$ cat src/rtl/wb_intercon.sv
// Single-master, N-slave pipelined Wishbone interconnect: base/mask decode, response mux, bus error on miss/timeout.
// Define WB_INTERCON_ACK_REG_EN to register ack/err/data, which adds one cycle of response latency.
module wb_intercon #(
  parameter int                    NSLAVES    = 4,
  parameter logic [NSLAVES*32-1:0] SLAVE_BASE = {32'hd0000000, 32'hc0000000, 32'hb0008000, 32'hb0000000},
  parameter logic [NSLAVES*32-1:0] SLAVE_MASK = {32'hffff0000, 32'hffff0000, 32'hffff8000, 32'hffff8000},
  parameter int                    TIMEOUT    = 255
) (
  input  logic                    clk,
  input  logic                    reset,
  input  logic                    i_wb_cyc,
  input  logic                    i_wb_stb,
  input  logic                    i_wb_we,
  input  logic [31:0]             i_wb_addr,
  input  logic [31:0]             i_wb_data,
  input  logic [1:0]              i_data_width,
  output logic                    o_wb_ack,
  output logic                    o_wb_stall,
  output logic                    o_wb_err,
  output logic [31:0]             o_wb_data,
  output logic [31:0]             o_fault_addr,
  output logic [NSLAVES-1:0]      o_s_cyc,
  output logic [NSLAVES-1:0]      o_s_stb,
  output logic                    o_s_we,
  output logic [31:0]             o_s_addr,
  output logic [31:0]             o_s_data,
  output logic [1:0]              o_s_width,
  input  logic [NSLAVES-1:0]      i_s_ack,
  input  logic [NSLAVES-1:0]      i_s_stall,
  input  logic [NSLAVES*32-1:0]   i_s_data
);

  localparam int IW = (NSLAVES > 1) ? $clog2(NSLAVES) : 1;
  localparam int CW = $clog2(TIMEOUT + 1);

  typedef enum logic [1:0] {S_IDLE, S_WAIT_ACK, S_ERROR, S_RESP} state_t;

`ifdef WB_INTERCON_ACK_REG_EN
  localparam state_t S_DONE = S_RESP;
`else
  localparam state_t S_DONE = S_IDLE;
`endif

  state_t        state_q, state_d;
  logic [IW-1:0] idx_q, idx_d;
  logic [CW-1:0] cnt_q, cnt_d;
  logic [31:0]   addr_q, addr_d;
  logic [31:0]   fault_q, fault_d;

  logic [NSLAVES-1:0] hit;
  logic [31:0]        s_rdata [NSLAVES];
  logic               hit_any;
  logic [IW-1:0]      hit_idx;

  logic [NSLAVES-1:0] s_cyc, s_stb;
  logic               stall, rsp_ack_d, rsp_err_d;
  logic [31:0]        rsp_data_d;

  generate
    for (genvar gi = 0; gi < NSLAVES; gi++) begin : g_slave
      assign hit[gi]     = (i_wb_addr & SLAVE_MASK[gi*32 +: 32]) == SLAVE_BASE[gi*32 +: 32];
      assign s_rdata[gi] = i_s_data[gi*32 +: 32];
    end
  endgenerate

  // Scan high to low so the lowest matching index is the one left standing.
  always_comb begin
    hit_any = |hit;
    hit_idx = '0;
    for (int i = NSLAVES - 1; i >= 0; i--) begin
      if (hit[i]) hit_idx = IW'(i);
    end
  end

  always_comb begin
    state_d    = state_q;
    idx_d      = idx_q;
    cnt_d      = cnt_q;
    addr_d     = addr_q;
    fault_d    = fault_q;
    s_cyc      = '0;
    s_stb      = '0;
    stall      = 1'b0;
    rsp_ack_d  = 1'b0;
    rsp_err_d  = 1'b0;
    rsp_data_d = s_rdata[idx_q];
    case (state_q)
      S_IDLE: begin
        stall = hit_any & i_s_stall[hit_idx];
        if (i_wb_cyc && i_wb_stb) begin
          if (hit_any) begin
            s_cyc[hit_idx] = 1'b1;
            s_stb[hit_idx] = 1'b1;
            if (!i_s_stall[hit_idx]) begin
              idx_d   = hit_idx;
              cnt_d   = '0;
              addr_d  = i_wb_addr;
              state_d = S_WAIT_ACK;
            end
          end else begin
            stall   = 1'b0;
            fault_d = i_wb_addr;
            state_d = S_ERROR;
          end
        end
      end
      S_WAIT_ACK: begin
        stall        = 1'b1;
        s_cyc[idx_q] = 1'b1;
        rsp_ack_d    = i_s_ack[idx_q];
        // Ack takes priority over both abort and timeout.
        if (i_s_ack[idx_q]) begin
          state_d = S_DONE;
        end else if (!i_wb_cyc) begin
          state_d = S_IDLE;
        end else if (cnt_q == CW'(TIMEOUT - 1)) begin
          cnt_d   = cnt_q + 1'b1;
          fault_d = addr_q;
          state_d = S_ERROR;
        end else begin
          cnt_d = cnt_q + 1'b1;
        end
      end
      S_ERROR: begin
        stall     = 1'b1;
        rsp_err_d = 1'b1;
        state_d   = S_DONE;
      end
      S_RESP: begin
        stall   = 1'b1;
        state_d = S_IDLE;
      end
      default: state_d = S_IDLE;
    endcase
  end

  always_ff @(posedge clk or posedge reset) begin
    if (reset) begin
      state_q <= S_IDLE;
      idx_q   <= '0;
      cnt_q   <= '0;
      addr_q  <= '0;
      fault_q <= '0;
    end else begin
      state_q <= state_d;
      idx_q   <= idx_d;
      cnt_q   <= cnt_d;
      addr_q  <= addr_d;
      fault_q <= fault_d;
    end
  end

`ifdef WB_INTERCON_ACK_REG_EN
  logic        rsp_ack_q, rsp_err_q;
  logic [31:0] rsp_data_q;

  always_ff @(posedge clk or posedge reset) begin
    if (reset) begin
      rsp_ack_q  <= 1'b0;
      rsp_err_q  <= 1'b0;
      rsp_data_q <= '0;
    end else begin
      rsp_ack_q  <= rsp_ack_d;
      rsp_err_q  <= rsp_err_d;
      rsp_data_q <= rsp_data_d;
    end
  end

  assign o_wb_ack  = rsp_ack_q;
  assign o_wb_err  = rsp_err_q;
  assign o_wb_data = rsp_data_q;
`else
  assign o_wb_ack  = rsp_ack_d & ~reset;
  assign o_wb_err  = rsp_err_d & ~reset;
  assign o_wb_data = rsp_data_d;
`endif

  // Slave strobes are gated so a master still driving cyc/stb cannot leak through reset.
  assign o_s_cyc      = reset ? '0 : s_cyc;
  assign o_s_stb      = reset ? '0 : s_stb;
  assign o_wb_stall   = stall;
  assign o_fault_addr = fault_q;
  assign o_s_we       = i_wb_we;
  assign o_s_addr     = i_wb_addr;
  assign o_s_data     = i_wb_data;
  assign o_s_width    = i_data_width;

endmodule

$ cat config.mk
export PLATFORM = sky130hd
export DESIGN_NAME = wb_intercon
export DESIGN_NICKNAME = d
export VERILOG_FILES = /design/src/rtl/wb_intercon.sv
export SDC_FILE = /design/constraint.sdc
export NUM_CORES = 1
export LEC_CHECK = 0
export CAP_MARGIN = 10
export CORE_AREA = 2 2 134 136
export CTS_CLUSTER_DIAMETER = 40
export DETAILED_ROUTE_END_ITERATION = 10
export DIE_AREA = 0 0 136 138
export PLACE_DENSITY = 0.76
export SYNTH_ARGS = -nofsm -noshare
export SYNTH_HDL_FRONTEND = slang
export SYNTH_SLANG_ARGS = --single-unit
$ cat constraint.sdc
create_clock -name clk -period 5.4 [get_ports clk]
set_clock_uncertainty 0.05 [all_clocks]
set_input_delay 1.62 -clock clk [delete_from_list [all_inputs] [get_ports clk]]
set_output_delay 1.62 -clock clk [all_outputs]
set_load 0.02 [all_outputs]
# Yosys cells after proc, flatten, opt, wreduce, memory -nomap -nowiden

Index checks and enable logic that the tools add are counted.

Equality and inequality tests: 17
Add/subtract/negate cells: 1
Reduce and logical (&&, ||, !) cells: 12
Order comparisons: 5
Multiplexer cells: 45
Bitwise gates (word level): 6

Operators by type and width:

| kind                   | count |
|---|---|
| $mux W32               | 7 |
| $bmux W32 S2           | 1 |
| $pmux W32 S2           | 1 |
| $mux W8                | 5 |
| $eq A17 B17 Y1 const B | 2 |
| $eq A16 B16 Y1 const B | 2 |
| $mux W2                | 10 |
| $mux W4                | 5 |
| $pmux W8 S2            | 1 |
| $ne A2 B2 Y1 const B   | 7 |
| $reduce_and A6 Y1      | 2 |
| $add A8 B1 Y8 const B  | 1 |
| $eq A8 B8 Y1 const B   | 1 |
| $mux W1                | 8 |
| $pmux W4 S2            | 1 |
| $lt A2 B3 Y1 const B   | 2 |
| $pmux W2 S3            | 1 |
| $bmux W1 S2            | 2 |
| $demux W1 S2           | 2 |
| $eq A2 B2 Y1 const B   | 2 |
| $ge A2 B1 Y1 const B   | 2 |
| $ne A4 B4 Y1 const B   | 1 |
| $reduce_and A4 Y1      | 1 |
| $reduce_or A4 Y1       | 1 |
| 13 further kinds       | 18 |

Bits of input ports: 207
Register bits after elaboration: 76
Word-level logic and storage cells: 91
Output and inout bits: 142

# Longest topological paths before layout

Gate-level depths: netlist of the first run.

Word-level depth: 13
Mapped depth: 9
Mapped depth without buffers: 7

# Least setup slack after synthesis of the first run

Ideal clock, no wire load.

Path type: input to output
Start: input port reset
End: output port o_s_cyc[3]
Arrival time: 3901 ps
Path slack: -171 ps
Required time: 3730 ps
Buffers on the path: 0
Cell stages on the path: 3
Cells stage by stage: inv_1 nand3_1 o22ai_1

Longest elaborated chain between the ends: 1

Ends and longest elaborated chain:

| element     | line | text |
|---|---|---|
| from (decl) | 10   | `input logic reset,` |
| $mux W4     | 179  | `assign o_s_cyc = reset ? '0 : s_cyc;` |
| to (decl)   | 22   | `output logic [NSLAVES-1:0] o_s_cyc,` |

No other way between the ends.

# Final worst setup path of the first run

Start: input port i_wb_addr[27]
End: output port o_s_stb[0]

Longest elaborated chain between the ends: 13
Elaborated cells between the ends (all ways): 18
Classes of those cells: 2 x order compare; 4 x eq/ne; 10 x mux; 2 x reduce/logical

Ends and longest elaborated chain:

| element                                                                   | line | text |
|---|---|---|
| from (decl)                                                               | 14   | `input logic [31:0] i_wb_addr,` |
| $eq A16 B16 Y1                                                            | 61   | `assign hit[gi] = (i_wb_addr & SLAVE_MASK[gi*32 +: 32]) == SLAVE_BASE[gi*32 +: 32];` |
| $mux W2 (4 in a row)                                                      | 71   | `if (hit[i]) hit_idx = IW'(i);` |
| $lt A2 B3 Y1 (implied by the code) / $ge A2 B1 Y1 (equally long branches) | 93   | `s_stb[hit_idx] = 1'b1;` |
| $logic_and A1 B1 Y1 (implied by the code)                                 | 93   |  |
| $mux W1 (implied by the code)                                             | 93   |  |
| $demux W1 S2                                                              | 93   |  |
| $mux W4 (*)                                                               | 91   | `if (hit_any) begin` |
| $mux W4 (*)                                                               | 90   | `if (i_wb_cyc && i_wb_stb) begin` |
| $mux W4 (*)                                                               | 87   | `case (state_q)` |
| $mux W4 (*)                                                               | 180  | `assign o_s_stb = reset ? '0 : s_stb;` |
| to (decl)                                                                 | 23   | `output logic [NSLAVES-1:0] o_s_stb,` |

Mark *: on every way between the ends. The rest lies on a longest branch, timed or not.

==> results of run 1 <==
[critical path, delay by kind of cell]
| kind | cells | cell delay (ns) |
|---|---|---|
| and+or+nand+nor | 4 | 1.28 |
| buffers and inverters | 2 | 0.79 |
[metal layers]
layer	share of wire, %	GRT usage, %	up-vias
li1	-	-	2064
met1	37	22.6	2190
met2	48	33.8	235
met3	10	7.37	42
met4	4.4	10.5	0
met5	0	0	-
[kinds of logic (layout without fill, tap and decap cells)]
logic type,Yosys count,in the layout,share of synthesized area (%)
flops,76,76,39.1
mux,55,55,20.3
other cells,0,2,0
buf+inv,106,336,14.4
simple gates,163,163,16.3
compound gates,69,69,9.46
fa+ha+maj,2,2,0.514
[registers in the layout, indices dropped and copies added (netlist names)]
register	cells
addr_q	32
cnt_q	8
idx_q	2
o_fault_addr	32
state_q	2
[final cells by class]
cell class,count,area [µm²],share of cell area [%]
Antenna cell,2,5.00,0.0636
Multi-Input combinational cell,289,2290,29.1
Clock buffer,10,239,3.04
Inverter,11,45.0,0.573
Tap cell,229,287,3.64
Timing Repair Buffer,309,3000,38.2
Sequential cell,76,1900,24.2
Clock inverter,6,96.3,1.23
[placed cells by master (no fill, tap or decap), drive strengths merged, types with 6 or more instances in the layout]
| master | count |
|---|---|
| clkbuf | 14 |
| buf | 32 |
| clkdlybuf4s50 | 269 |
| a21oi | 10 |
| inv | 11 |
| nor3 | 11 |
| nand2 | 69 |
| a31oi | 35 |
| nor2b | 16 |
| mux2 | 20 |
| nor2 | 40 |
| mux4 | 32 |
| dfrtp | 76 |
| nand3 | 6 |
| o21ai | 8 |
[cells in the mapped netlist, drive strengths merged (3+ instances only)]
master	count	area share, %
nor4	3	1.1
o22ai	3	0.51
buf	85	13
mux2	20	4.6
nor2	40	3.1
a31oi	35	4.5
nor2b	16	2.1
nand3	6	0.62
mux4	32	15
clkbuf	10	0.77
mux2i	3	0.87
nand2	69	5.3
a21oi	10	1.0
nand2b	3	0.39
dfrtp	76	39
inv	11	0.85
o21ai	8	0.82
nor3	11	1.4
[metrics by stage]
| step | std cells | total power [mW] | hold WS [ns] | area [µm²] | TNS [ns] |
|---|---|---|---|---|---|
| 2_1_floorplan | 471 | 0.890 | 0.389 | 4870 | 0 |
| 3_3_place_gp | 914 | 1.14 | 0.406 | 7530 | -2.10 |
| 3_5_place_dp | 914 | 1.15 | 0.404 | 7530 | -2.38 |
| 4_1_cts | 930 | 1.83 | 0.419 | 7870 | 0 |
| 5_1_grt | 932 | 1.89 | 0.436 | 7860 | 0 |
| 6_report | 932 | 1.81 | 0.415 | 7860 | 0 |
[power by group through the flow]
| stage | Clock [mW] | Sequential [mW] | Combinational (mW) |
|---|---|---|---|
| finish | 0.675 | 0.648 | 0.487 |
| global route | 0.715 | 0.655 | 0.516 |
| CTS | 0.691 | 0.649 | 0.491 |
| detailed placement | 0 | 0.658 | 0.488 |
| global placement | 0 | 0.657 | 0.483 |
| floorplan | 0 | 0.701 | 0.189 |
[final timing paths]
kind                          startpoint          endpoint
min                           addr_q[31]        addr_q[31]
min in group asynchronous          reset        state_q[0]
max reg2reg                     idx_q[0]  o_fault_addr[18]
min reg2reg                   addr_q[31]        addr_q[31]
max in group asynchronous          reset          idx_q[0]
max                        i_wb_addr[27]        o_s_stb[0]
[timing repair]
item                       4_1_cts  5_1_grt
setup endpoints to repair        9        6
setup buffers                    0        0
hold buffers                     0        0
pin swaps                        2        2
gates resized for setup         16       11
==> impl_results.md, run 1 <==
* Max VDD drop at between 0.0001 and 0.00015 V
* Status: complete, no violations
* Via density at approximately 4.9
* Netlist cell types at 48
* Rows at a little under 50
* P&R area growth vs syn at 61.5%
* 1st-pass router iterations at 4
* Post-Syn Nets at just under 700
* Worst slack at placement at -0.384 ns
* Deepest clock path buffer count at 2
* Post-Route Utilization at 44.8%
* Core area at approximately 18000 µm²
* H-tree depth at 3
* CTS tree: done
* Vias at about 4500
* Critical path arrival at 3.70 ns
* Worst skew pair latency at ~0.34 ns
* Share of cells above drive strength 1 at between 10% and 20%
* Relative slew slack at between 30% and 40%
* CTS clk-pin slew, worst paths at around 0.06 ns
* Pin count of the biggest net entering global routing at between 70 and 80
* Number of cells on the worst hold path at 1
* R2R cell count at 6
* Async set-reset flop share out of synthesis at 100%
* CTS Buf Count at 9
* Crit share post-route at between 90% and 100%
* Post-Syn Instances at roughly 470
* HP Class: flip-flop to flip-flop
* Fillers at around 1700
* Switch Pwr at about 0.5 mW
* Full die area at around 19000 µm²
* Iter 0 DRT Violations at 225
* CTS Root Cell: clkbuf_16
* Startpoint Class: input pin
* Count of state elements after synthesis at 76
* Syn Std Cell Area at 4870 µm²
* Critical path class: input pin to output port
* First-pass GRT wire length at approximately 28000 µm
* Reg2Reg Setup Slack at between 2 and 3 ns
* Total power divided by cell area at ~230 nW/µm²
* Pleak at 3.19 nW
* DRC Markers at 0
* Routed wire length at just under 20000 µm
* Cells along the critical path: clkdlybuf4s50_1 -> nor4_2 -> nand4_2 -> or3_4 -> nor3_1 -> clkdlybuf4s15_1
* Worst Setup End Kind: output port
* Antenna Nets Post-Route at 0
* Fin worst setup slack at 0.0325 ns
* Seq/Total Area, Yosys at between 30 and 40%
* # setup viols final at 0
* Sequential power share at 35.8%
* RSZ-0062 raised after global routing: no
* Fin crit period at ~5.4 ns
* Req. time, crit path at about 3.7 ns
* Fmax achieved at about 0.19 GHz
* Slew Limit Fails at 0
* Number of global-route vias before repair at roughly 4800
* Final net count at 905
* Total congestion overflow at 0
* Comb pwr share at between 20% and 30%
* I/O pin cnt at roughly 350
* Slowest cell delay on critical path at ~0.46 ns
* DP HPWL at 15300 µm
* Slowest cell on the critical path: or3_4
* Int Pwr at 1.31 mW
* Worst Tran Pin Value at 1.01 ns
* Hold Vio Cnt, Final at 0
* I/O Buffers at 278
* Max-cap check violation count at 0
* Post-synth EDFFs at 0
* Clock network fraction of design power at 37.3%
* Chip height at ~140 µm
* Gpl congestion at ~0.94
* Post-synthesis area per instance at 10.3 µm²
* Wire per inst at around 21 µm
* Initial antenna violation count at 2
* Sw Ratio at between 20% and 30%
* Starting Density at 27.8%
* Predominant post-synthesis flop cell: dfrtp_1
* Worst-path fanout max at 4
* Die Wd at about 140 µm
* Clk sinks at between 70 and 80
* Aggregate global-route resource usage at between 20% and 30%
* Syn. warnings at 0
Note: power is estimated with default switching activity, not from simulation.
==> run 2, diff against run 1 <==
--- a/config.mk
+++ b/config.mk
@@ -11,6 +11,7 @@
 export DETAILED_ROUTE_END_ITERATION = 10
 export DIE_AREA = 0 0 136 138
 export PLACE_DENSITY = 0.76
+export SETUP_SLACK_MARGIN = 0.4
 export SYNTH_ARGS = -nofsm -noshare
 export SYNTH_HDL_FRONTEND = slang
 export SYNTH_SLANG_ARGS = --single-unit
==> run 2 against run 1 <==
Clock power decreased by 5.5%. Design area up 0.54%. Sequential power about the same. Count of clock-buffer cells in the layout unchanged. Cell count is 0.21% lower. Critical endpoint is now o_wb_stall. Wire length shrank 3.5%.
==> impl_results.md, run 2 (same netlist as run 1, synthesis figures left out) <==
* Crit Reg-Reg Endpoint: o_fault_addr[20] (was o_fault_addr[18])
* Final Non-Filler Cells at 930 (was 932)
* Slew Limit Fails at 0 (unchanged)
* Pin count of the biggest net entering global routing at 77 (unchanged)
* Startpoint Class: input pin (unchanged)
* Total congestion overflow at 0 (unchanged)
* Iter 0 DRT Violations at 163 (was 225)
* Max VDD drop at 0.000118 V (was 0.000133 V)
* Crit share post-route at 93.1% (was 99.4%)
* Gpl congestion at 0.861 (was 0.941)
* Critical path arrival at 3.36 ns (was 3.70 ns)
* Fmax achieved at 0.199 GHz (was 0.186 GHz)
* Full die area at 18800 µm² (unchanged)
* Critical path class: input pin to output port (unchanged)
* Wire per inst at 20.1 µm (was 20.8 µm)
* I/O Buffers at 278 (unchanged)
* Initial antenna violation count at 1 (was 2)
* CP endpoint: o_wb_stall (was o_s_stb[0])
* First-pass GRT wire length at 27500 µm (was 28400 µm)
* I/O pin cnt at 349 (unchanged)
* Max-cap check violation count at 0 (unchanged)
* Number of global-route vias before repair at 4677 (was 4754)
* Deepest clock path buffer count at 2 (unchanged)
* Worst Setup End Kind: output port (unchanged)
* Hold buffer count at CTS at 0 (unchanged)
* Chip height at 138 µm (unchanged)
* Worst-path fanout max at 10 (was 4)
* DP HPWL at 14700 µm (was 15300 µm)
* RSZ-0062 raised after global routing: yes (was no)
* Hold Vio Cnt, Final at 0 (unchanged)
* Routed wire length at 18700 µm (was 19400 µm)
* CTS tree: done (unchanged)
* Antenna Nets Post-Route at 0 (unchanged)
* HP Class: flip-flop to flip-flop (unchanged)
* Post-Route Utilization at 45.1% (was 44.8%)
* CTS clk-pin slew, worst paths at 0.06 ns (about the same)
* Fillers at 1648 (was 1677)
* P&R area growth vs syn at 62.4% (was 61.5%)
* Final net count at 904 (was 905)
* Worst setup path startpoint: i_wb_addr[28] (was i_wb_addr[27])
* Reg2Reg Setup Slack at 2.84 ns (was 2.79 ns)
* Die Wd at 136 µm (unchanged)
* DRC Markers at 0 (unchanged)
* Pleak at 3.23 nW (was 3.19 nW)
* # setup viols final at 0 (unchanged)
* H-tree depth at 3 (unchanged)
* Status: complete, no violations (unchanged)
* Fin crit period at 5.03 ns (was 5.37 ns)
* CTS Buf Count at 9 (unchanged)
* Most common cell after layout, fill and taps aside: clkdlybuf4s50_1 (unchanged)
* Via density at 4.86 (about the same)
* Vias at 4521 (was 4531)
* Clk sinks at 76 (unchanged)
* Aggregate global-route resource usage at 19.4% (was 20.3%)
* 1st-pass router iterations at 5 (was 4)
* RR Startpoint: idx_q[0] (unchanged)
* Starting Density at 27.8% (unchanged)
* CTS Root Cell: clkbuf_16 (unchanged)
* Worst skew pair latency at 0.32 ns (was 0.34 ns)
* Core area at 17500 µm² (unchanged)
* Most frequent cells in the layout: clkdlybuf4s50_1 (254), dfrtp_1 (75), nand2_1 (69) (was clkdlybuf4s50_1 (269), dfrtp_1 (75), nand2_1 (69))
* Relative slew slack at 34.4% (was 32.9%)
* Worst Tran Pin Value at 0.984 ns (was 1.01 ns)
* Share of cells above drive strength 1 at 16.6% (was 15.3%)
* Rows at 49 (unchanged)
* Total power divided by cell area at 224 nW/µm² (was 230 nW/µm²)
* Placed instance count at 913 (was 914)
* R2R cell count at 7 (was 6)
* Req. time, crit path at 3.73 ns (about the same)
==> run 2: report_power, final <==
| group | switching, mW | internal [mW] |
|---|---|---|
| sequential | 0.0329 | 0.616 |
| clock | 0.234 | 0.405 |
| combinational | 0.216 | 0.269 |
==> run 2: per-layer routing <==
| metal | GRT usage, % | up-vias | share of wire, % |
|---|---|---|---|
| met5 | 0 | - | 0 |
| met4 | 8.55 | 0 | 3.8 |
| met3 | 4.80 | 30 | 8.0 |
| met2 | 33.2 | 230 | 49 |
| met1 | 22.8 | 2203 | 39 |
| li1 | - | 2058 | - |
==> run 2: timing repair <==
item / 4_1_cts / 5_1_grt
setup buffers: 0 / 0
setup endpoints to repair: 10 / 7
pin swaps: 5 / 3
resized for setup: 60 / 12
cloned: 0 / 0
==> run 2: final cells by class <==
cell class	instances	area, µm²	area share [%]
diodes	1	2.50	0.0317
clock buffers	10	229	2.90
clock inverters	6	88.8	1.12
inverters	11	45.0	0.570
multi-input cells	289	2350	29.7
flip-flops and latches	76	1900	24.1
well taps	229	287	3.62
repair buffers	308	3000	38.0
==> run 2: critical path, cell delays in order <==
cell and delay, ns:
clkdlybuf4s50_1 0.45, buf_4 0.19, mux2_2 0.38, a2bb2oi_2 0.19
a211o_1 0.15, nand2_1 0.05, dlygate4sd2_1 0.33
==> run 2: stage by stage <==
stage               hold WS, ns  TNS [ns]  cell area [µm²]  power, mW  setup slack (ns)
finish                    0.427         0             7910       1.77             0.370
global route              0.446         0             7910       1.86             0.333
CTS                       0.426         0             7880       1.79             0.356
detailed placement        0.404     -2.07             7540       1.14            -0.377
global placement          0.408     -1.72             7540       1.14            -0.304
floorplan                 0.389         0             4880      0.890             0.399
==> run 2: worst min-delay path by stage <==
| stage | start | end | cells past startpoint |
|---|---|---|---|
| after global placement | addr_q[31] | addr_q[31] | 1 |
| after floorplan | addr_q[31] | addr_q[31] | 1 |
| after detailed placement | addr_q[31] | addr_q[31] | 1 |
| final | addr_q[31] | addr_q[31] | 1 |
| after CTS | addr_q[31] | addr_q[31] | 1 |
| after global routing | addr_q[13] | addr_q[13] | 1 |
